==> config.mk <==
export PLATFORM = sky130hd
export DESIGN_NAME = mem_access_unit_flat
export DESIGN_NICKNAME = d
export VERILOG_FILES = /design/src/rtl/cpu_mem_pkg.sv /design/src/rtl/mem_access_unit_if.sv /design/src/rtl/mau_lane_align.sv /design/src/rtl/mem_access_unit.sv /design/src/flat_wrapper.sv
export SDC_FILE = /design/constraint.sdc
export NUM_CORES = 1
export LEC_CHECK = 0
export CAP_MARGIN = 15
export CORE_MARGIN = 5
export CORE_UTILIZATION = 41
export CTS_BUF_LIST = sky130_fd_sc_hd__clkbuf_8
export DETAILED_ROUTE_END_ITERATION = 6
export PLACE_DENSITY = 0.89
export RECOVER_POWER = 100
export SLEW_MARGIN = 20
export SYNTH_ARGS = -nofsm -noshare
export SYNTH_HDL_FRONTEND = slang
export SYNTH_SLANG_ARGS = --single-unit
==> constraint.sdc <==
create_clock -name clk -period 2.2 [get_ports clk]
set_input_delay 0.44 -clock clk [delete_from_list [all_inputs] [get_ports clk]]
set_output_delay 0.44 -clock clk [all_outputs]
set_load 0.03 [all_outputs]
==> src/rtl/cpu_mem_pkg.sv <==
// cpu_mem_pkg: shared size encodings, FSM state enum and lane-select helpers for mem_access_unit.
// Contents: SZ_BYTE/SZ_HALF/SZ_WORD access sizes (11 is treated as word), lane masks,
// state_t FSM encoding, is_subword() and natural_off() helpers.
package cpu_mem_pkg;
    localparam logic [1:0] SZ_BYTE = 2'b00;
    localparam logic [1:0] SZ_HALF = 2'b01;
    localparam logic [1:0] SZ_WORD = 2'b10;
    localparam logic [1:0] HALF_LANE_MASK = 2'b10;
    localparam logic [1:0] WORD_LANE_OFF = 2'b00;
    typedef enum logic [2:0] {IDLE, RD, WR, RMW_RD, RMW_WR, RESP} state_t;
    function automatic logic is_subword(input logic [1:0] size);
        return size == SZ_BYTE || size == SZ_HALF;
    endfunction
    // Byte offset forced to the natural alignment of the access size.
    function automatic logic [1:0] natural_off(input logic [1:0] size, input logic [1:0] off);
        return size == SZ_BYTE ? off : size == SZ_HALF ? off & HALF_LANE_MASK : WORD_LANE_OFF;
    endfunction
endpackage

==> src/rtl/mem_access_unit_if.sv <==
// mem_access_unit_if: pipeline request/response and data-memory bus for mem_access_unit.
// Pipeline side: req_valid/req_ready/req_write/req_size/req_signed/req_addr/req_wdata,
// rsp_valid/rsp_rdata/rsp_err. Memory side: memAddress/memWriteData/memWrite/memRead/memReadData.
// slave = the unit, master = pipeline plus memory model.
interface mem_access_unit_if #(parameter int ADDR_W = 32);
    logic              req_valid;
    logic              req_ready;
    logic              req_write;
    logic [1:0]        req_size;
    logic              req_signed;
    logic [ADDR_W-1:0] req_addr;
    logic [31:0]       req_wdata;
    logic              rsp_valid;
    logic [31:0]       rsp_rdata;
    logic              rsp_err;
    logic [ADDR_W-1:0] memAddress;
    logic [31:0]       memWriteData;
    logic              memWrite;
    logic              memRead;
    logic [31:0]       memReadData;
    modport slave (
        input  req_valid, req_write, req_size, req_signed, req_addr, req_wdata, memReadData,
        output req_ready, rsp_valid, rsp_rdata, rsp_err, memAddress, memWriteData, memWrite, memRead
    );
    modport master (
        output req_valid, req_write, req_size, req_signed, req_addr, req_wdata, memReadData,
        input  req_ready, rsp_valid, rsp_rdata, rsp_err, memAddress, memWriteData, memWrite, memRead
    );
endinterface

==> src/rtl/mau_lane_align.sv <==
// mau_lane_align: combinational little-endian lane extract/extend for loads and lane merge for stores.
// Ports: i_size access size, i_off byte offset, i_signed sign-extend loads, i_rdata memory word,
// i_wdata right-aligned store data, o_load extended load result, o_merge merged write word.
module mau_lane_align
    import cpu_mem_pkg::*;
(
    input  logic [1:0]  i_size,
    input  logic [1:0]  i_off,
    input  logic        i_signed,
    input  logic [31:0] i_rdata,
    input  logic [31:0] i_wdata,
    output logic [31:0] o_load,
    output logic [31:0] o_merge
);
    logic [7:0]  w_byte;
    logic [15:0] w_half;
    assign w_byte = i_rdata[{i_off, 3'b000} +: 8];
    assign w_half = i_rdata[{i_off[1], 4'b0000} +: 16];
    assign o_load = i_size == SZ_BYTE ? {{24{i_signed & w_byte[7]}}, w_byte} :
                    i_size == SZ_HALF ? {{16{i_signed & w_half[15]}}, w_half} : i_rdata;
    always_comb begin
        o_merge = i_rdata;
        if (i_size == SZ_BYTE)
            o_merge[{i_off, 3'b000} +: 8] = i_wdata[7:0];
        else if (i_size == SZ_HALF)
            o_merge[{i_off[1], 4'b0000} +: 16] = i_wdata[15:0];
        else
            o_merge = i_wdata;
    end
endmodule

==> src/rtl/mem_access_unit.sv <==
// mem_access_unit: load/store initiator between the MEM stage and a word-wide data memory.
// Ports: clk, rst_n (synchronous active-low), bus (mem_access_unit_if.slave) carrying the
// pipeline request/response handshake and the memory address/data/strobe interface.
// Parameters: READ_LAT (1..15) cycles memRead is held, ADDR_W address width.
// Option: MAU_MISALIGN_TRAP_EN traps misaligned half/word accesses with rsp_err instead of
// forcing natural alignment.
module mem_access_unit
    import cpu_mem_pkg::*;
#(
    parameter int READ_LAT = 1,
    parameter int ADDR_W   = 32
) (
    input logic               clk,
    input logic               rst_n,
    mem_access_unit_if.slave  bus
);
    state_t            r_state, w_next;
    logic [3:0]        r_cnt;
    logic [1:0]        r_off, r_size;
    logic              r_signed;
    logic [ADDR_W-1:0] r_mem_addr;
    logic [31:0]       r_mem_wdata, r_rsp_rdata;
    logic              r_rsp_err;
    logic              w_accept, w_mis, w_rd_done;
    logic [1:0]        w_off;
    logic [31:0]       w_load, w_merge;
`ifdef MAU_MISALIGN_TRAP_EN
    assign w_off = bus.req_addr[1:0];
    assign w_mis = w_off != natural_off(bus.req_size, bus.req_addr[1:0]);
`else
    assign w_off = natural_off(bus.req_size, bus.req_addr[1:0]);
    assign w_mis = 1'b0;
`endif
    assign w_accept  = bus.req_valid && r_state == IDLE;
    assign w_rd_done = r_cnt == 4'(READ_LAT - 1);
    assign bus.req_ready    = r_state == IDLE;
    assign bus.rsp_valid    = r_state == RESP;
    assign bus.rsp_rdata    = r_rsp_rdata;
    assign bus.rsp_err      = r_rsp_err;
    assign bus.memRead      = r_state == RD || r_state == RMW_RD;
    assign bus.memWrite     = r_state == WR || r_state == RMW_WR;
    assign bus.memAddress   = r_mem_addr;
    assign bus.memWriteData = r_mem_wdata;
    mau_lane_align u_align (
        .i_size   (r_size),
        .i_off    (r_off),
        .i_signed (r_signed),
        .i_rdata  (bus.memReadData),
        .i_wdata  (r_mem_wdata),
        .o_load   (w_load),
        .o_merge  (w_merge)
    );
    always_ff @(posedge clk) begin
        r_state <= !rst_n ? IDLE : w_next;
    end
    always_comb begin
        w_next = r_state;
        case (r_state)
            IDLE:    if (bus.req_valid)
                         w_next = w_mis ? RESP : !bus.req_write ? RD : is_subword(bus.req_size) ? RMW_RD : WR;
            RD:      if (w_rd_done) w_next = RESP;
            RMW_RD:  if (w_rd_done) w_next = RMW_WR;
            WR:      w_next = RESP;
            RMW_WR:  w_next = RESP;
            default: w_next = IDLE;
        endcase
    end
    // Word stores carry req_wdata straight through r_mem_wdata; sub-word stores replace it
    // with the merged word on the last read cycle, which is why wdata needs no own register.
    always_ff @(posedge clk) begin
        if (!rst_n) begin
            r_cnt       <= '0;
            r_off       <= '0;
            r_size      <= '0;
            r_signed    <= 1'b0;
            r_mem_addr  <= '0;
            r_mem_wdata <= '0;
            r_rsp_rdata <= '0;
            r_rsp_err   <= 1'b0;
        end else begin
            r_cnt <= (r_state == RD || r_state == RMW_RD) && !w_rd_done ? r_cnt + 4'd1 : 4'd0;
            if (w_accept) begin
                r_off       <= w_off;
                r_size      <= bus.req_size;
                r_signed    <= bus.req_signed;
                r_mem_addr  <= bus.req_addr >> 2;
                r_mem_wdata <= bus.req_wdata;
                if (w_mis) begin
                    r_rsp_rdata <= '0;
                    r_rsp_err   <= 1'b1;
                end
            end
            if (r_state == RD && w_rd_done) begin
                r_rsp_rdata <= w_load;
                r_rsp_err   <= 1'b0;
            end
            if (r_state == RMW_RD && w_rd_done)
                r_mem_wdata <= w_merge;
            if (r_state == WR || r_state == RMW_WR) begin
                r_rsp_rdata <= '0;
                r_rsp_err   <= 1'b0;
            end
        end
    end
endmodule

==> src/flat_wrapper.sv <==
// flat-port wrapper written by rule: the top's interface ports become plain ports
module mem_access_unit_flat import cpu_mem_pkg::*;
#(
    parameter int READ_LAT = 1,
    parameter int ADDR_W   = 32
)
  (clk, rst_n, bus_req_valid, bus_req_write, bus_req_size, bus_req_signed, bus_req_addr, bus_req_wdata, bus_memReadData, bus_req_ready, bus_rsp_valid, bus_rsp_rdata, bus_rsp_err, bus_memAddress, bus_memWriteData, bus_memWrite, bus_memRead);
  mem_access_unit_if #(.ADDR_W(ADDR_W)) bus_i ();
  input logic clk;
  input logic rst_n;
  input wire logic [$bits(bus_i.req_valid)-1:0] bus_req_valid;
  input wire logic [$bits(bus_i.req_write)-1:0] bus_req_write;
  input wire logic [$bits(bus_i.req_size)-1:0] bus_req_size;
  input wire logic [$bits(bus_i.req_signed)-1:0] bus_req_signed;
  input wire logic [$bits(bus_i.req_addr)-1:0] bus_req_addr;
  input wire logic [$bits(bus_i.req_wdata)-1:0] bus_req_wdata;
  input wire logic [$bits(bus_i.memReadData)-1:0] bus_memReadData;
  output wire logic [$bits(bus_i.req_ready)-1:0] bus_req_ready;
  output wire logic [$bits(bus_i.rsp_valid)-1:0] bus_rsp_valid;
  output wire logic [$bits(bus_i.rsp_rdata)-1:0] bus_rsp_rdata;
  output wire logic [$bits(bus_i.rsp_err)-1:0] bus_rsp_err;
  output wire logic [$bits(bus_i.memAddress)-1:0] bus_memAddress;
  output wire logic [$bits(bus_i.memWriteData)-1:0] bus_memWriteData;
  output wire logic [$bits(bus_i.memWrite)-1:0] bus_memWrite;
  output wire logic [$bits(bus_i.memRead)-1:0] bus_memRead;
  assign bus_i.req_valid = bus_req_valid;
  assign bus_i.req_write = bus_req_write;
  assign bus_i.req_size = bus_req_size;
  assign bus_i.req_signed = bus_req_signed;
  assign bus_i.req_addr = bus_req_addr;
  assign bus_i.req_wdata = bus_req_wdata;
  assign bus_i.memReadData = bus_memReadData;
  assign bus_req_ready = bus_i.req_ready;
  assign bus_rsp_valid = bus_i.rsp_valid;
  assign bus_rsp_rdata = bus_i.rsp_rdata;
  assign bus_rsp_err = bus_i.rsp_err;
  assign bus_memAddress = bus_i.memAddress;
  assign bus_memWriteData = bus_i.memWriteData;
  assign bus_memWrite = bus_i.memWrite;
  assign bus_memRead = bus_i.memRead;
  mem_access_unit #(.READ_LAT(READ_LAT), .ADDR_W(ADDR_W)) u_core (.clk(clk), .rst_n(rst_n), .bus(bus_i));
endmodule
Word level (Yosys, flattened, before mapping)
Index checks and enable logic that the tools add are counted.

storage, ports and cells
  bits in registers = 106
  bits of input ports = 103
  word-level logic and storage cells = 65

operators by class
  add/subtract/negate cells = 3
  equal/unequal tests = 11
  shifts and indexed selects = 6
  muxes and demuxes = 16
  bitwise gates (word level) = 3
  reduce and logical (&&, ||, !) cells = 18

operator list
  operator                                               number
  2-to-1 mux 32 bit                                      6
  bitwise mux 32 bit                                     2
  variable shift 16 x 7 -> 32 bit, first input constant  1
  variable shift 8 x 7 -> 32 bit, first input constant   1
  indexed part select 16 x 7 -> 32 bit                   1
  indexed part select 32 x 6 -> 16 bit                   1
  indexed part select 32 x 6 -> 8 bit                    1
  indexed part select 8 x 7 -> 32 bit                    1
  negation 5 -> 7 bit                                    2
  2-to-1 mux 3 bit                                       4
  case mux 3 bit (4 select lines)                        1
  equality test 3 x 2 -> 1 bit, second input constant    2
  equality test 3 bit, second input constant             2
  adder 4 x 1 -> 4 bit, second input constant            1
  equality test 2 x 1 -> 1 bit, second input constant    2
  logical AND 1 bit                                      4
  logical NOT 2 bit                                      2
  logical NOT 4 bit                                      1
  2-to-1 mux 2 bit                                       2
  != test 2 x 1 -> 1 bit, second input constant          2
  AND reduction 2 bit                                    2
  OR reduction 2 bit                                     2
  equality test 3 x 1 -> 1 bit, second input constant    1
  logical NOT 3 bit                                      1
  other kinds (9)                                        12

Longest topological paths before layout
  depth in word-level cells = 6
  depth in mapped cells = 9

Modules after synthesis
From an unflattened synthesis, not the netlist that was laid out.

second synthesis, totals
  cell total of the unflattened synthesis = 741
  area total of the unflattened synthesis = 6165.9 sq um

by module, submodules not included
  module           instances  cells an instance  area each (sq um)  sequential area each (sq um)
  mem_access_unit  1          480                4319.1             2122.0
  mau_lane_align   1          261                1846.8             0.0

Least setup slack after synthesis
Ideal clock, no wire load.

  kind = flip-flop to flip-flop
  start point = register u_core.r_state[0]
  end point = register u_core.r_mem_wdata[16], in the netlist u_core.bus.memWriteData[16]
  arrival time = 1981 ps
  path slack = 78 ps
  cell stages (with the launch flop) = 6
  buffers on the path = 1
  period minus slack after synthesis = 2122 ps
  cells stage by stage = dfxtp_1 nor2b_1 nand3_1 clkbuf_1 o21ai_1 o32ai_1

between the ends
  longest elaborated chain between the ends = 4

ends and longest elaborated chain
  what                                                                      line                                          RTL
  start, declared                                                           mem_access_unit.sv:17                         state_t r_state, w_next;
  start signal, assigned                                                    mem_access_unit.sv:54                         r_state <= !rst_n ? IDLE : w_next;
  equality test 3 x 2 -> 1 bit / logical NOT 3 bit (equally long branches)  mem_access_unit.sv:97, mem_access_unit.sv:34
  logical AND 1 bit, on equally long branches                               mem_access_unit.sv:97, mem_access_unit.sv:34
  != test 3 bit (no line) / nonzero test 2 bit (equally long branches)      --
  AND reduction 2 bit (no line)                                             --
  end signal, assigned                                                      mem_access_unit.sv:87                         r_mem_wdata <= bus.req_wdata;
  end signal, assigned                                                      mem_access_unit.sv:98                         r_mem_wdata <= w_merge;
  end, declared                                                             mem_access_unit.sv:22                         logic [31:0] r_mem_wdata, r_rsp_rdata;

Parallel ways exist; a longest one is shown, timed or not.
A chain may end at the register's enable or synchronous reset.

Worst setup path after layout
  start point = register u_core.r_cnt[0]
  end point = register u_core.r_mem_wdata[7], in the netlist u_core.bus.memWriteData[7]

between the ends
  longest elaborated chain between the ends = 4

ends and longest elaborated chain
  what                                                                  line                   RTL
  start, declared                                                       mem_access_unit.sv:18  logic [3:0] r_cnt;
  start signal, assigned                                                mem_access_unit.sv:81  r_cnt <= (r_state == RD || r_state == RMW_RD) && !w_rd_done ? r_cnt + 4'd1 : 4'd0;
  logical NOT 4 bit (*)                                                 mem_access_unit.sv:35  assign w_rd_done = r_cnt == 4'(READ_LAT - 1);
  logical AND 1 bit (*)                                                 mem_access_unit.sv:97  if (r_state == RMW_RD && w_rd_done)
  != test 3 bit (no line) / nonzero test 2 bit (equally long branches)  --
  AND reduction 2 bit (no line)                                         --

Every way passes the cells marked *; elsewhere a longest branch is shown, timed or not.

==> impl_summary.log <==
INFO  metric critical_path_cell_count = 9
INFO  metric synthDistinctLibCells = 48
INFO  metric arrival = 2.48 ns
INFO  metric first_global_vias = 5436
INFO  metric async_sr_flop_fraction = 0%
INFO  metric synth-warning-count = 0
INFO  metric nFillCells = 1022
INFO  metric clkSinkCount = 106
INFO  metric timing.critical_path.max_delay_family = simple AND/OR/NAND/NOR gates
INFO  metric clock_latency = 0.39 ns
INFO  metric cts_tree = built
INFO  metric timing.hold.worst.start = u_core.bus.memAddress[4]
INFO  metric first_pass_iteration_count_of_the_detailed_router = 6
INFO  metric power.density = 713 nW/um^2
INFO  metric most_common_library_cell_in_the_layout_ignoring_fill_and_taps = sky130_fd_sc_hd__nand2_1
INFO  metric max-slew-margin-rel = 53.7%
INFO  metric syn-cell-area = 5230 um^2
INFO  metric period_needed = 2.14 ns
INFO  metric drc = 0
INFO  metric reg2reg_depth = 9
INFO  metric grt_antenna_before_repair = 0
INFO  metric dr_total_vias = 5765
INFO  metric ys_ff_latch = 106
INFO  metric post-place-ws = -0.00804 ns
INFO  metric worstPathMaxFanout = 8
INFO  metric crit_path_max_incr_delay = 0.51 ns
INFO  metric critical_path.reg2reg.startpoint = u_core.r_cnt[0]
INFO  metric gr-usage-all-layers = 24.2%
INFO  metric root_buffer = sky130_fd_sc_hd__clkbuf_8
INFO  metric post_synth_edffs = 0
INFO  metric die_h = 123 um
INFO  metric placement_rows = 41
INFO  metric die_width = 123 um
INFO  metric grt_start_max_net_pins = 49
INFO  metric worst_path_max_delay_cell = sky130_fd_sc_hd__or4b_4
INFO  metric p_leak = 3.22 nW
INFO  metric postLayoutCellArea = 7820 um^2
INFO  metric min_path_cells = 2
INFO  metric required = 2.54 ns
INFO  metric fmax = 467 MHz
INFO  metric netlist_instances = 633
INFO  metric detail-route-antenna-nets = 0
INFO  metric ff2ff_setup_slack = 0.06 ns
INFO  metric synthFlopType = sky130_fd_sc_hd__dfxtp_1
INFO  metric routedWlPerCell = 18.6 um
INFO  metric setup.worst_path.class = reg2reg
INFO  metric io_buffers = 200
INFO  metric clk_pin_slew_worst_paths = 0.10 ns
INFO  metric worstHoldPathType = reg2reg
INFO  metric die_area = 15100 um^2
INFO  metric setup_viol_count_final = 0
INFO  metric count_of_routing_violations_after_the_opening_detailed_route_iteration = 798
INFO  metric viasPerCell = 5.69
INFO  metric destination_of_the_worst_register_to_register_timing_path = u_core.bus.memWriteData[7]
INFO  metric hold_violations = 0
INFO  metric postSynthAreaPerCell = 8.26 um^2
INFO  metric ir_drop = 426 uV
INFO  metric share_of_the_yosys_chip_area_belonging_to_registers = 40.6%
INFO  metric starting_density_of_the_core = 41.6%
INFO  metric worstHoldEndpoint = u_core.bus.memAddress[4]
INFO  metric totalWireLength = 18800 um
INFO  metric clock_tree.buffer_depth = 2
INFO  metric slew_violations = 0
INFO  metric place_congestion = 0.959
INFO  metric detailedPlacementHpwl = 14200 um
INFO  metric flip_flop_and_latch_area = 2120 um^2
INFO  metric design.final.nets = 947
INFO  metric timing.critical_path.mode_cell = sky130_fd_sc_hd__buf_4
INFO  metric grt-ovfl-total = 0
INFO  metric place_area = 7560 um^2
INFO  metric layout.cells.most_common_list = sky130_fd_sc_hd__nand2_1, sky130_fd_sc_hd__clkdlybuf4s50_1, sky130_fd_sc_hd__dfxtp_1
INFO  metric finClkSkew = 0.0141 ns
INFO  metric status = finished, final reports clean
INFO  metric cts_htree_levels = 3
INFO  metric diodes = 0
INFO  metric timing.final.ws_setup = 0.0600 ns
INFO  metric path_buf_inv = 3
INFO  metric global_route_wire_length_before_repair = 28300 um
INFO  metric multi_input_comb_area = 2850 um^2
INFO  metric drv.max_cap_violation_count = 0
INFO  metric boundaryPins = 204
INFO  metric layout_worst_path_cycle_share = 97.3%
INFO  metric placeableCoreArea = 12600 um^2
INFO  metric critical_path.startpoint_type = register
INFO  metric worst_setup_path_end_kind = register
INFO  metric cp_cell_sequence = inv_1, ha_1, or4b_4, buf_4, a2111oi_4, buf_4, a22oi_1, nand2_1, o211a_1
INFO  metric cts-buffers-inserted = 9
INFO  metric worst-slew-pin-transition = 0.692 ns
INFO  metric drive_above_1_share = 10.5%
INFO  metric syn_to_final_growth = 49.5%
-- kinds of logic after synthesis --
kind of cell               share of synthesized area, %
DFF                                                40.6
xor gates and xnor gates                          0.503
buffers and inverters                              5.36
and+or+nand+nor                                    18.3
AOI/OAI and AO/OA                                  26.8
other                                            0.0717
muxes                                              6.65
adders and majority gates                          1.67
-- power by group --
part	switching (mW)	internal, mW	total, mW	leakage (nW)
clock network	0.704	0.641	1.35	0.110
registers	0.151	2.13	2.28	0.868
logic	1.15	0.794	1.95	2.25
-- Yosys cell counts, types with 5 or more instances --
| library cell | count | area share (%) |
|---|---|---|
| sky130_fd_sc_hd__o32ai_1 | 8 | 1.3 |
| sky130_fd_sc_hd__nor2_1 | 27 | 1.9 |
| sky130_fd_sc_hd__mux4_2 | 7 | 3.0 |
| sky130_fd_sc_hd__dfxtp_1 | 106 | 41 |
| sky130_fd_sc_hd__ha_1 | 7 | 1.7 |
| sky130_fd_sc_hd__buf_2 | 5 | 0.48 |
| sky130_fd_sc_hd__nor3_1 | 9 | 0.86 |
| sky130_fd_sc_hd__mux2i_1 | 19 | 3.6 |
| sky130_fd_sc_hd__a211oi_1 | 8 | 1.1 |
| sky130_fd_sc_hd__a22oi_1 | 10 | 1.4 |
| sky130_fd_sc_hd__a221oi_1 | 25 | 4.2 |
| sky130_fd_sc_hd__o31ai_1 | 9 | 1.3 |
| sky130_fd_sc_hd__o21ai_0 | 39 | 3.7 |
| sky130_fd_sc_hd__nand2_1 | 135 | 9.7 |
| sky130_fd_sc_hd__and3_1 | 11 | 1.3 |
| sky130_fd_sc_hd__clkbuf_1 | 39 | 2.8 |
| sky130_fd_sc_hd__nand3_1 | 20 | 1.9 |
| sky130_fd_sc_hd__a21oi_1 | 72 | 6.9 |
| sky130_fd_sc_hd__inv_1 | 15 | 1.1 |
| sky130_fd_sc_hd__o221a_2 | 7 | 1.5 |
| sky130_fd_sc_hd__o211a_1 | 8 | 1.5 |
-- how the worst max path moves through the flow --
| stage | startpoint | endpoint | slack [ns] |
|---|---|---|---|
| after global placement | bus_memReadData[15] | u_core.bus.rsp_rdata[11] | 0.08 |
| final | u_core.r_cnt[0] | u_core.bus.memWriteData[7] | 0.06 |
| after floorplan | u_core.r_state[0] | u_core.bus.memWriteData[16] | 0.08 |
| after detailed placement | bus_memReadData[15] | u_core.bus.rsp_rdata[12] | -0.008 |
| after CTS | u_core.r_cnt[0] | u_core.bus.memWriteData[18] | 0.02 |
| after global routing | u_core.r_cnt[0] | u_core.bus.rsp_rdata[12] | -0.01 |
-- per-layer routing --
layer	share of wire [%]	global-route usage (%)	vias to the layer above	wire length, um
met1	38	30.1	2658	7190
met3	13	8.19	61	2370
met2	46	37.8	359	8570
met4	3.7	11.1	0	698
li1	-	-	2687	-
met5	0	0	-	0
-- flip-flops by register name, indices dropped and copies added, names as in the netlist --
name	cells
u_core.r_cnt	4
u_core.r_size	2
u_core.bus.memWriteData	32
u_core.r_state	3
u_core.bus.memAddress	30
u_core.bus.rsp_rdata	32
u_core.r_off	2
u_core.r_signed	1
-- repair_timing --
item / in CTS / in global routing
resized for setup: 3 / 8
buffers inserted: 1 / 1
pin swaps: 1 / 3
setup endpoints to repair: 4 / 56
hold buffers: 0 / 0
-- stage by stage --
stage / hold slack (ns) / std cells / util, % / TNS (ns) / power [mW]
after detailed placement: 0.446 / 996 / 60.2 / -0.00804 / 4.31
after CTS: 0.461 / 1012 / 62.0 / 0 / 5.65
final: 0.456 / 1013 / 62.2 / 0 / 5.58
after global routing: 0.476 / 1013 / 62.2 / -0.0352 / 5.82
after floorplan: 0.430 / 635 / - / 0 / 3.39
after global placement: 0.441 / 996 / 60.2 / 0 / 4.27
-- layout make-up --
type                    instances  share of cell area [%]
clock buffers                   9                    1.59
multi-input cells             462                    36.5
inverters                      15                   0.720
clock inverters                 6                    1.17
flip-flops and latches        106                    27.2
well taps                     172                    2.75
repair buffers                243                    30.1
-- worst reg2reg max path, delay by kind of cell (launching register included) --
| family | cells | cell delay, ns |
|---|---|---|
| flops | 1 | 0.34 |
| buf+inv | 3 | 0.48 |
| fa+ha+maj | 1 | 0.17 |
| simple gates | 2 | 0.60 |
| compound gates | 3 | 0.50 |
Power figures use the tool's default switching activity.
